--- src/rtl/disp_reg_access_arbiter.sv ---
// Two-requester round-robin arbiter and sequencer for the dispatcher
// register core access port. One transaction at a time goes through
// IDLE -> ISSUE -> RESP. The completion, read data and timeout status
// go back to the requester that was granted.
module disp_reg_access_arbiter #(
    parameter int AddressWidth  = 32,
    parameter int DataWidth     = 32,
    parameter int TimeoutCycles = 255,
    parameter int PostedWrite   = 1
) (
    input  logic                    iClock,
    input  logic                    iReset,

    input  logic                    iReq0_Valid,
    input  logic                    iReq0_Write,
    input  logic [AddressWidth-1:0] iReq0_Address,
    input  logic [DataWidth-1:0]    iReq0_Data,
    output logic                    oReq0_Ack,
    output logic [DataWidth-1:0]    oReq0_ReadData,
    output logic                    oReq0_Error,

    input  logic                    iReq1_Valid,
    input  logic                    iReq1_Write,
    input  logic [AddressWidth-1:0] iReq1_Address,
    input  logic [DataWidth-1:0]    iReq1_Data,
    output logic                    oReq1_Ack,
    output logic [DataWidth-1:0]    oReq1_ReadData,
    output logic                    oReq1_Error,

    output logic [AddressWidth-1:0] oCoreWriteAddress,
    output logic [DataWidth-1:0]    oCoreWriteData,
    output logic                    oCoreWriteValid,
    input  logic                    iCoreWriteAck,

    output logic [AddressWidth-1:0] oCoreReadAddress,
    output logic                    oCoreReadValid,
    input  logic [DataWidth-1:0]    iCoreReadData,
    input  logic                    iCoreReadAck
);

    localparam int CntWidth = $clog2(TimeoutCycles + 1);
    localparam logic [CntWidth-1:0] CntLast = CntWidth'(TimeoutCycles - 1);
    localparam logic [CntWidth-1:0] CntMax  = {CntWidth{1'b1}};

    typedef enum logic [1:0] {IDLE, ISSUE, RESP} state_t;

    state_t                  state_reg;
    logic                    last_grant_reg;
    logic                    grant_reg;
    logic                    write_reg;
    logic [CntWidth-1:0]     cnt_reg;
    logic [1:0]              ack_reg;
    logic [1:0]              err_reg;
    logic [DataWidth-1:0]    rdata_reg [2];
    logic                    core_wvalid_reg;
    logic                    core_rvalid_reg;
    logic [AddressWidth-1:0] core_waddr_reg;
    logic [DataWidth-1:0]    core_wdata_reg;
    logic [AddressWidth-1:0] core_raddr_reg;

    // Requests gathered into arrays so the grant index can select fields
    logic [1:0]              req_valid;
    logic [1:0]              req_write;
    logic [AddressWidth-1:0] req_addr [2];
    logic [DataWidth-1:0]    req_data [2];

    assign req_valid   = {iReq1_Valid, iReq0_Valid};
    assign req_write   = {iReq1_Write, iReq0_Write};
    assign req_addr[0] = iReq0_Address;
    assign req_addr[1] = iReq1_Address;
    assign req_data[0] = iReq0_Data;
    assign req_data[1] = iReq1_Data;

    // A tie goes to the requester that did not win last time; a lone request always wins
    logic grant_any;
    logic grant_idx;
    assign grant_any = |req_valid;
    assign grant_idx = (&req_valid) ? ~last_grant_reg : req_valid[1];

    // Completion conditions while the core channel is being driven
    logic hit;
    logic posted_done;
    logic timed_out;
    assign hit         = write_reg ? iCoreWriteAck : iCoreReadAck;
    assign posted_done = write_reg && (PostedWrite != 0);
    assign timed_out   = (cnt_reg == CntLast);

    // Sequencer: grant in IDLE, drive the core in ISSUE, pulse the response in RESP
    always_ff @(posedge iClock or negedge iReset) begin
        if (!iReset) begin
            state_reg       <= IDLE;
            last_grant_reg  <= 1'b1;
            grant_reg       <= 1'b0;
            write_reg       <= 1'b0;
            cnt_reg         <= '0;
            ack_reg         <= '0;
            err_reg         <= '0;
            rdata_reg[0]    <= '0;
            rdata_reg[1]    <= '0;
            core_wvalid_reg <= 1'b0;
            core_rvalid_reg <= 1'b0;
            core_waddr_reg  <= '0;
            core_wdata_reg  <= '0;
            core_raddr_reg  <= '0;
        end else begin
            case (state_reg)
                IDLE: begin
                    if (grant_any) begin
                        grant_reg      <= grant_idx;
                        last_grant_reg <= grant_idx;
                        write_reg      <= req_write[grant_idx];
                        cnt_reg        <= '0;
                        state_reg      <= ISSUE;
                        if (req_write[grant_idx]) begin
                            core_wvalid_reg <= 1'b1;
                            core_waddr_reg  <= req_addr[grant_idx];
                            core_wdata_reg  <= req_data[grant_idx];
                        end else begin
                            core_rvalid_reg <= 1'b1;
                            core_raddr_reg  <= req_addr[grant_idx];
                        end
                    end
                end
                ISSUE: begin
                    if (hit || posted_done || timed_out) begin
                        state_reg            <= RESP;
                        core_wvalid_reg      <= 1'b0;
                        core_rvalid_reg      <= 1'b0;
                        core_waddr_reg       <= '0;
                        core_wdata_reg       <= '0;
                        core_raddr_reg       <= '0;
                        ack_reg[grant_reg]   <= 1'b1;
                        err_reg[grant_reg]   <= !(hit || posted_done);
                        rdata_reg[grant_reg] <= (!write_reg && hit) ? iCoreReadData : '0;
                    end else if (cnt_reg != CntMax) begin
                        cnt_reg <= cnt_reg + 1'b1;
                    end
                end
                RESP: begin
                    ack_reg      <= '0;
                    err_reg      <= '0;
                    rdata_reg[0] <= '0;
                    rdata_reg[1] <= '0;
                    state_reg    <= IDLE;
                end
                default: state_reg <= IDLE;
            endcase
        end
    end

    assign oReq0_Ack         = ack_reg[0];
    assign oReq0_Error       = err_reg[0];
    assign oReq0_ReadData    = rdata_reg[0];
    assign oReq1_Ack         = ack_reg[1];
    assign oReq1_Error       = err_reg[1];
    assign oReq1_ReadData    = rdata_reg[1];
    assign oCoreWriteValid   = core_wvalid_reg;
    assign oCoreWriteAddress = core_waddr_reg;
    assign oCoreWriteData    = core_wdata_reg;
    assign oCoreReadValid    = core_rvalid_reg;
    assign oCoreReadAddress  = core_raddr_reg;

endmodule
--- config.mk ---
export PLATFORM = sky130hd
export DESIGN_NAME = disp_reg_access_arbiter
export DESIGN_NICKNAME = d
export VERILOG_FILES = /design/src/rtl/disp_reg_access_arbiter.sv
export SDC_FILE = /design/constraint.sdc
export NUM_CORES = 1
export LEC_CHECK = 0
export CORE_ASPECT_RATIO = 1.75
export CORE_MARGIN = 1.5
export CORE_UTILIZATION = 46
export DETAILED_ROUTE_END_ITERATION = 10
export PLACE_DENSITY = 0.85
export SYNTH_ARGS = -nofsm -noshare
export SYNTH_HDL_FRONTEND = slang
export SYNTH_SLANG_ARGS = --single-unit
--- constraint.sdc ---
create_clock -name iClock -period 5.4 [get_ports iClock]
set_input_delay 1.08 -clock iClock [delete_from_list [all_inputs] [get_ports iClock]]
set_output_delay 1.08 -clock iClock [all_outputs]
set_load 0.005 [all_outputs]
==> Yosys cells after proc, flatten, opt, wreduce, memory -nomap -nowiden <==
Cells that the tools add are included.
{ "word_totals": {"input_bits": 168, "memories": 0, "regBits": 179, "latchBits": 0, "ram_bits": 0, "word_cells": 100, "romBits": 0} }
{ "classes": {"n_addsub": 1, "magnitude_cmp": 6, "n_div": 0, "n_eq_ne": 10, "bitwise": 4, "shift": 0, "n_mul": 0, "muxes": 47, "n_reduce_logical": 18} }
{ "op_table": {"columns": ["cell", "count"], "rows": [
  ["2-to-1 mux 32 bit", 15],
  ["case mux 32 bit (2 select lines)", 3],
  ["case mux 64 bit (2 select lines)", 1],
  ["bitwise mux 64 bit", 1],
  ["2-to-1 mux 64 bit", 1],
  ["demux 32 bit (select 1 bit)", 1],
  ["2-to-1 mux 8 bit", 3],
  ["case mux 8 bit (2 select lines)", 1],
  ["inequality test 2 bit (second input constant)", 6],
  ["case mux 2 bit (2 select lines)", 3],
  ["AND reduction 4 bit", 3],
  ["2-to-1 mux 1 bit", 10],
  ["adder 8 x 1 -> 8 bit (second input constant)", 1],
  ["equality test 8 bit (second input constant)", 1],
  ["2-to-1 mux 2 bit", 4],
  ["inequality test 8 bit (second input constant)", 1],
  ["AND reduction 2 bit", 4],
  ["greater-or-equal comparator 2 bit (second input constant)", 2],
  ["< comparator 1 x 2 -> 1 bit (second input constant)", 2],
  ["NOT 1 -> 2 bit", 2],
  ["case mux 1 bit (2 select lines)", 2],
  ["nonzero test 2 bit", 2],
  ["logical AND 1 bit", 3],
  ["bitwise mux 2 bit", 1],
  ["other kinds (11)", 13]
]} }

==> Depth between registers and ports, before layout <==
Gate-level depths: netlist (run 1).
{ "logic_depth": {"ltp_word": 9, "ltp_mapped": 9} }

==> Worst setup path before layout (run 1) <==
No wires, ideal clock.
{ "synth_timing": {"path_kind": "input-to-reg", "from": "input port iReq1_Valid", "to": "register core_waddr_reg[12], in the netlist oCoreWriteAddress[12]", "path_stages": 6, "slack_ns": 2.753, "t_arrival_ns": 2.523, "required_ns": 5.275, "n_path_buf": 2, "cell_sequence": "a21boi_2 -> mux2_2 -> a211oi_2 -> buf_4 -> buf_6 -> mux2_2"} }
{ "synth_between": {"elab_chain_len": 9, "elab_cells_between_ends": 15, "cone_classes": "eq/ne: 2; mux: 9; bitwise: 1; reduce/logical: 3"} }
{ "synth_rtl": {"columns": ["element", "line", "source"], "rows": [
  ["from (decl)", "22", "input logic iReq1_Valid,"],
  ["AND reduction 2 bit", "78", "assign grant_idx = (&req_valid) ? ~last_grant_reg : req_valid[1];"],
  ["2-to-1 mux 1 bit", "78", null],
  ["NOT 1 -> 2 bit (implied by the code)", "116", "core_waddr_reg <= req_addr[grant_idx];"],
  ["2-to-1 mux 32 bit (implied by the code) (3 in series)", "116", null],
  ["2-to-1 mux 32 bit", "114", "if (req_write[grant_idx]) begin"],
  ["2-to-1 mux 32 bit", "108", "if (grant_any) begin"],
  ["case mux 32 bit (2 select lines)", "106", "case (state_reg)"],
  ["to (signal assigned)", "116", null],
  ["to (decl)", "57", "logic [AddressWidth-1:0] core_waddr_reg;"]
]} }
Parallel ways exist; a longest one is shown, timed or not. The select of a mux whose other input is x is not followed.
A chain may end at the register's enable or synchronous reset.

==> Worst setup path after layout (run 1) <==
{ "layout_timing": {"from": "input port iReq1_Valid", "to": "register core_waddr_reg[23], in the netlist oCoreWriteAddress[23]"} }
The elaborated chain is that of the path after synthesis.

==> results.yml, run 1 <==
yosys:
  syn_area_per_cell_um2: 10.9
  netlist_area_mm2: 0.00779
  yosysSeqAreaShare_pct: 57.5
  synth_top_area_share_pct: 57.2
  synth_top_area_cell: "dfrtp_1"
  yosysMostFrequentCell: "dfrtp_1"
  synth_common_cells: "dfrtp_1 (178), nand2_1 (102), a21oi_1 (72)"
  synth_cell_types: 50
  ys_ff_latch: 179
  ys.flop_type: "dfrtp_1"
  synthArstFlopShare_pct: 100
  synth_area_leaders: "dfrtp_1 (57%), mux2_2 (5.1%), nand2_1 (4.9%)"
  ys_warn_count: 0
  synth_nets: 888
  synthCells: 718
  synth_edf_count: 0
pwr:
  ir_worst_vdd_mv: 0.334
  p_leak_uw: 0.00507
  p_int_uw: 3990
  switching_share_pct: 33.7
  p_clk_share_pct: 20.4
  power_density_mw_per_mm2: 507
  combPwrFrac_pct: 43.7
  p_switching_uw: 2030
  seqPwrFrac_pct: 35.9
  p_total_uw: 6020
die:
  die_w_um: 101
  start_util_pct: 47.2
  io_pins: 334
  die_h_um: 175
  rows: 62
  core_area_mm2: 0.0165
  dieArea_mm2: 0.0178
routing:
  first_pass_iters: 4
  first_iter_violations: 275
  postRouteAntennaNets: 0
  via_count: 6774
  drcViolationCount: 0
  viasPerCell: 5.35
  wl_um: 23400
  wl_per_cell_um: 18.5
critical_path:
  cp-end-kind: "register"
  crit_required_ns: 5.70
  arrival_ns: 3.86
  path_max_fanout: 64
  worstSetupPathType: "primary input to register"
  cp-start-kind: "primary input"
place:
  dp_slack_ns: 1.39
  post-dp-hpwl_um: 16700
  gp_congestion: 0.852
  portBuffers: 332
min_path:
  min_path_type: "register to register"
sta:
  layout_setup_ws_ns: 1.84
  rsz0062_at_grt: "false"
  fin_crit_ns: 3.56
  setup_viol: 0
  fin_crit_sh_pct: 66.0
  fmax_mhz: 281
  timing.hold.ws_ns: 0.487
  final.setup.tns_ns: 0
  fin_skew_ns: 0.0152
  relSlewSlack_pct: 14.6
  worstMarginPinSlew_ns: 1.28
  hold_viol: 0
  finalMaxSlewViolations: 0
finish:
  fin_nets: 1198
  layout-area-overhead-vs-synth_pct: 52.1
  post-route-util_pct: 71.7
  layout-drive-gt1-share_pct: 8.84
  antenna_cells: 0
clocking:
  htree_num_levels: 4
  cts_root_buf: "clkbuf_16"
  postCtsHoldBufs: 0
  clk_latency_ns: 0.42
  cts_buffers: 17
  cts_tree: "yes"
  clockBufferDepth: 2
  clk_pin_slew_ns: 0.07
  cts.repair.resized: 0
  cts_sinks: 179
  post_cts_buffers: 0
global_routing:
  grt_max_degree: 99
  grt_pass1_wl_um: 36200
  grt_pass1_vias: 6847
  antenna_found_initial: 0
  grt-ovfl-total: 0
  grtUsageTotal_pct: 26.5
status:
  run_status: "finished, final reports clean"
flow_run:
  max-cap-violations: 0
logic make-up (layout without fill, tap and decap cells):
family                     after synthesis  after routing  synth area share (%)
buffers and inverters                   92            415                  5.27
xor gates and xnor gates                 1              1                 0.112
and+or+nand+nor                        142            142                  8.06
adders and majority gates                2              2                 0.321
AOI/OAI and AO/OA                      235            235                  19.1
muxes                                   67             67                  9.65
DFF                                    179            179                  57.5
cell type report:
cell class                 count  area [µm²]
inverter                      41         154
clock inverter                15         160
clock buffer                  17         425
sequential                   179        4480
timing repair buffer         342        3410
fill                        1215        4670
multi-input combinational    447        2940
tap                          224         280
power groups by stage:
stage               registers, µW  logic, µW  clock network [µW]
detailed placement           2180       2640                   0
floorplan                    2180       1140                   0
global placement             2150       2580                   0
CTS                          2160       2650                1260
global route                 2230       2830                1310
finish                       2160       2630                1230
metal layers:
layer | up-vias | GRT usage (%) | wire, µm
met5 | - | 0 | 0
met2 | 268 | 47.5 | 12400
met4 | 0 | 10.7 | 779
li1 | 3145 | - | -
met3 | 51 | 6.16 | 1540
met1 | 3310 | 29.8 | 8660
critical path, cell delays in order:
cell and delay, ns:
clkdlybuf4s50_1 0.54, a21boi_4 0.19, buf_4 0.38, mux2_2 0.41, a211oi_4 0.19, buf_4 0.62, mux2_2 0.42
stage by stage:
| step | instance area (µm²) | std cells |
|---|---|---|
| floorplan | 7790 | 718 |
| global placement | 11300 | 1233 |
| detailed placement | 11300 | 1233 |
| CTS | 11900 | 1265 |
| global route | 11900 | 1265 |
| finish | 11900 | 1265 |
final timing paths:
check / cells after the start / endpoint / slack [ns] / startpoint
max: 7 / oCoreWriteAddress[23]$_DFFE_PN0P_ / 1.84 / iReq1_Valid
min: 1 / oCoreReadAddress[23]$_DFFE_PN0P_ / 0.49 / oCoreReadAddress[23]$_DFFE_PN0P_
max reg2reg: 6 / oCoreWriteAddress[23]$_DFFE_PN0P_ / 2.68 / last_grant_reg$_DFFE_PN1P_
min reg2reg: 1 / oCoreReadAddress[23]$_DFFE_PN0P_ / 0.49 / oCoreReadAddress[23]$_DFFE_PN0P_
max in group asynchronous: 2 / oCoreWriteAddress[16]$_DFFE_PN0P_ / 3.72 / iReset
min in group asynchronous: 1 / oCoreWriteData[22]$_DFFE_PN0P_ / 0.69 / iReset
placed cells by master, fill, tap and decap left out, drive strengths merged, types with 2 or more instances in the layout:
cell           Yosys  layout
a211oi             2       2
clkbuf            33      17
o21a               2       2
mux2i              2       2
clkinv             0       5
buf               18      11
a21oi             72      72
inv               41      50
nor2              15      15
nand2            103     103
a22o              32      32
clkdlybuf4s50      0     331
a21boi             2       2
and3               4       4
dfrtp            178     178
nor4b              2       2
a32o               5       5
ha                 2       2
and4               2       2
o21ai             69      69
a31oi              6       6
or2                2       2
a22oi             33      33
nand3              6       6
o31ai              2       2
o22ai              2       2
nor3b              3       3
a311oi             2       2
mux2              65      65
No activity file was read; power rests on OpenSTA's default activity.
==> inputs of run 2 (changes only) <==
CORE_UTILIZATION = 43   (was 46)
PLACE_DENSITY = 0.8   (was 0.85)
clock period = 3.3 ns   (was 5.4 ns; I/O delays follow)
==> run 2 against run 1 <==
Count of clock-buffer cells in the layout rose by 3. Cell count rose by 1.3%. Wire length fell by 2.1%. Critical path type is now register to register. Largest cell class unchanged. Largest power group unchanged.
==> results.yml, run 2 (synthesis results as in run 1) <==
sta:
  fmax_mhz: 389
  relSlewSlack_pct: 24.2
  rsz0062_at_grt: "false"
  hold_viol: 0
  finalMaxSlewViolations: 0
  fin_skew_ns: 0.0101
  fin_crit_ns: 2.57
  fin_crit_sh_pct: 78.0
  worstMarginPinSlew_ns: 1.14
  setup_viol: 0
  final.setup.tns_ns: 0
pwr:
  power_density_mw_per_mm2: 827
  ir_worst_vdd_mv: 0.480
  p_leak_uw: 0.00510
critical_path:
  cp_num_buf_inv: 0
  r2r_setup_slack_ns: 0.73
  path_max_fanout: 32
  critPathSlowestCell: "o2111a_1"
  worstSetupPathType: "register to register"
  crit_required_ns: 3.64
  arrival_ns: 2.91
  cp-start-kind: "register"
  slowest_delay_ns: 1.04
  cpLargestDelayFamily: "compound AO/OA/AOI/OAI gates"
  crit_chain: "nor2_1 > o2111a_1 > a22oi_1 > o21ai_0"
  r2r_end: "oCoreWriteData[0]$_DFFE_PN0P_"
  reg2regPathDepth: 4
  cp-end-kind: "register"
  r2r_start: "state_reg[0]$_DFFE_PN0P_"
die:
  core_area_mm2: 0.0179
  rows: 65
  die_h_um: 181
  dieArea_mm2: 0.0190
  die_w_um: 105
  start_util_pct: 43.5
  io_pins: 334
place:
  post-dp-hpwl_um: 16200
  gp_congestion: 0.827
  portBuffers: 332
global_routing:
  grtUsageTotal_pct: 25.0
  antenna_found_initial: 0
  grt_pass1_wl_um: 37300
  grt-ovfl-total: 0
  grt_max_degree: 71
  grt_pass1_vias: 7174
routing:
  wl_per_cell_um: 17.9
  viasPerCell: 5.27
  postRouteAntennaNets: 0
  drcViolationCount: 0
  wl_um: 22900
  via_count: 6751
  first_pass_iters: 5
  first_iter_violations: 286
finish:
  antenna_cells: 0
  layout-drive-gt1-share_pct: 9.16
  fin_nets: 1205
  layout-area-overhead-vs-synth_pct: 53.4
  post-route-util_pct: 66.8
  layout_common_cells: "clkdlybuf4s50_1 (331), dfrtp_1 (178), nand2_1 (102)"
  final_common_cell: "clkdlybuf4s50_1"
clocking:
  cts_root_buf: "clkbuf_16"
  cts_tree: "yes"
  clk_latency_ns: 0.42
  post_cts_buffers: 0
  cts_buffers: 17
  cts_sinks: 179
  cts.repair.resized: 0
  clk_pin_slew_ns: 0.07
  clockBufferDepth: 2
  postCtsHoldBufs: 0
  htree_num_levels: 4
flow_run:
  max-cap-violations: 0
status:
  run_status: "finished, final reports clean"
min_path:
  min_path_type: "primary input to async pin"
## run 2: cell types whose count changed in the layout (fill, tap and decap cells not counted)
cell        before  now
clkbuf_1         0    3
bufinv_16        1    2
clkinvlp_4       0    3
buf_4            9   12
clkinv_4         2    3
inv_6            6    1
buf_12           1    5
inv_8            3    0
clkinv_8         1    0
clkinv_2         2    3
## run 2: power by group
part           internal, µW  total, µW  switching, µW
Clock                  1120       1960            842
Sequential             3050       3540            489
Combinational          2480       4390           1910
## run 2: stage by stage
| step | total power [µW] | hold WS, ns | setup slack [ns] | std cells | instance area [µm²] |
|---|---|---|---|---|---|
| after floorplan | 5440 | 0.364 | 1.07 | 718 | 7790 |
| after global placement | 7880 | 0.466 | 0.467 | 1250 | 11400 |
| after detailed placement | 7980 | 0.474 | 0.417 | 1250 | 11400 |
| after CTS | 9990 | 0.253 | 0.739 | 1282 | 12000 |
| after global routing | 10500 | 0.283 | 0.433 | 1282 | 12000 |
| final | 9880 | 0.241 | 0.727 | 1282 | 12000 |
## run 2: layer usage
| metal | GRT usage (%) | wire length (µm) |
|---|---|---|
| met3 | 6.06 | 1470 |
| met5 | 0 | 0 |
| met4 | 11.6 | 833 |
| met2 | 45.1 | 12200 |
| met1 | 27.3 | 8450 |
## run 2: layout make-up
type / count / area [µm²]
tap: 234 / 293
clock buffer: 20 / 437
multi-input combinational: 447 / 2940
clock inverter: 12 / 133
timing repair buffer: 349 / 3510
sequential: 179 / 4480
fill: 1391 / 5940
inverter: 41 / 154
## run 2: worst reg2reg max path: stages, from the launching register on
cell and delay [ns]:
dfrtp_1 0.52, nor2_1 0.47, o2111a_1 1.04, a22oi_1 0.31
o21ai_0 0.14
## run 2: how the worst max path moves through the flow
stage	startpoint	endpoint	slack, ns	cells past startpoint
floorplan	iReq1_Valid	oCoreWriteAddress[12]$_DFFE_PN0P_	1.07	6
global placement	iReq0_Valid	oCoreWriteAddress[1]$_DFFE_PN0P_	0.47	7
detailed placement	iReq0_Valid	oCoreWriteAddress[1]$_DFFE_PN0P_	0.42	7
CTS	state_reg[0]$_DFFE_PN0P_	oCoreWriteData[0]$_DFFE_PN0P_	0.74	4
global route	state_reg[0]$_DFFE_PN0P_	oCoreWriteData[0]$_DFFE_PN0P_	0.43	4
finish	state_reg[0]$_DFFE_PN0P_	oCoreWriteData[0]$_DFFE_PN0P_	0.73	4
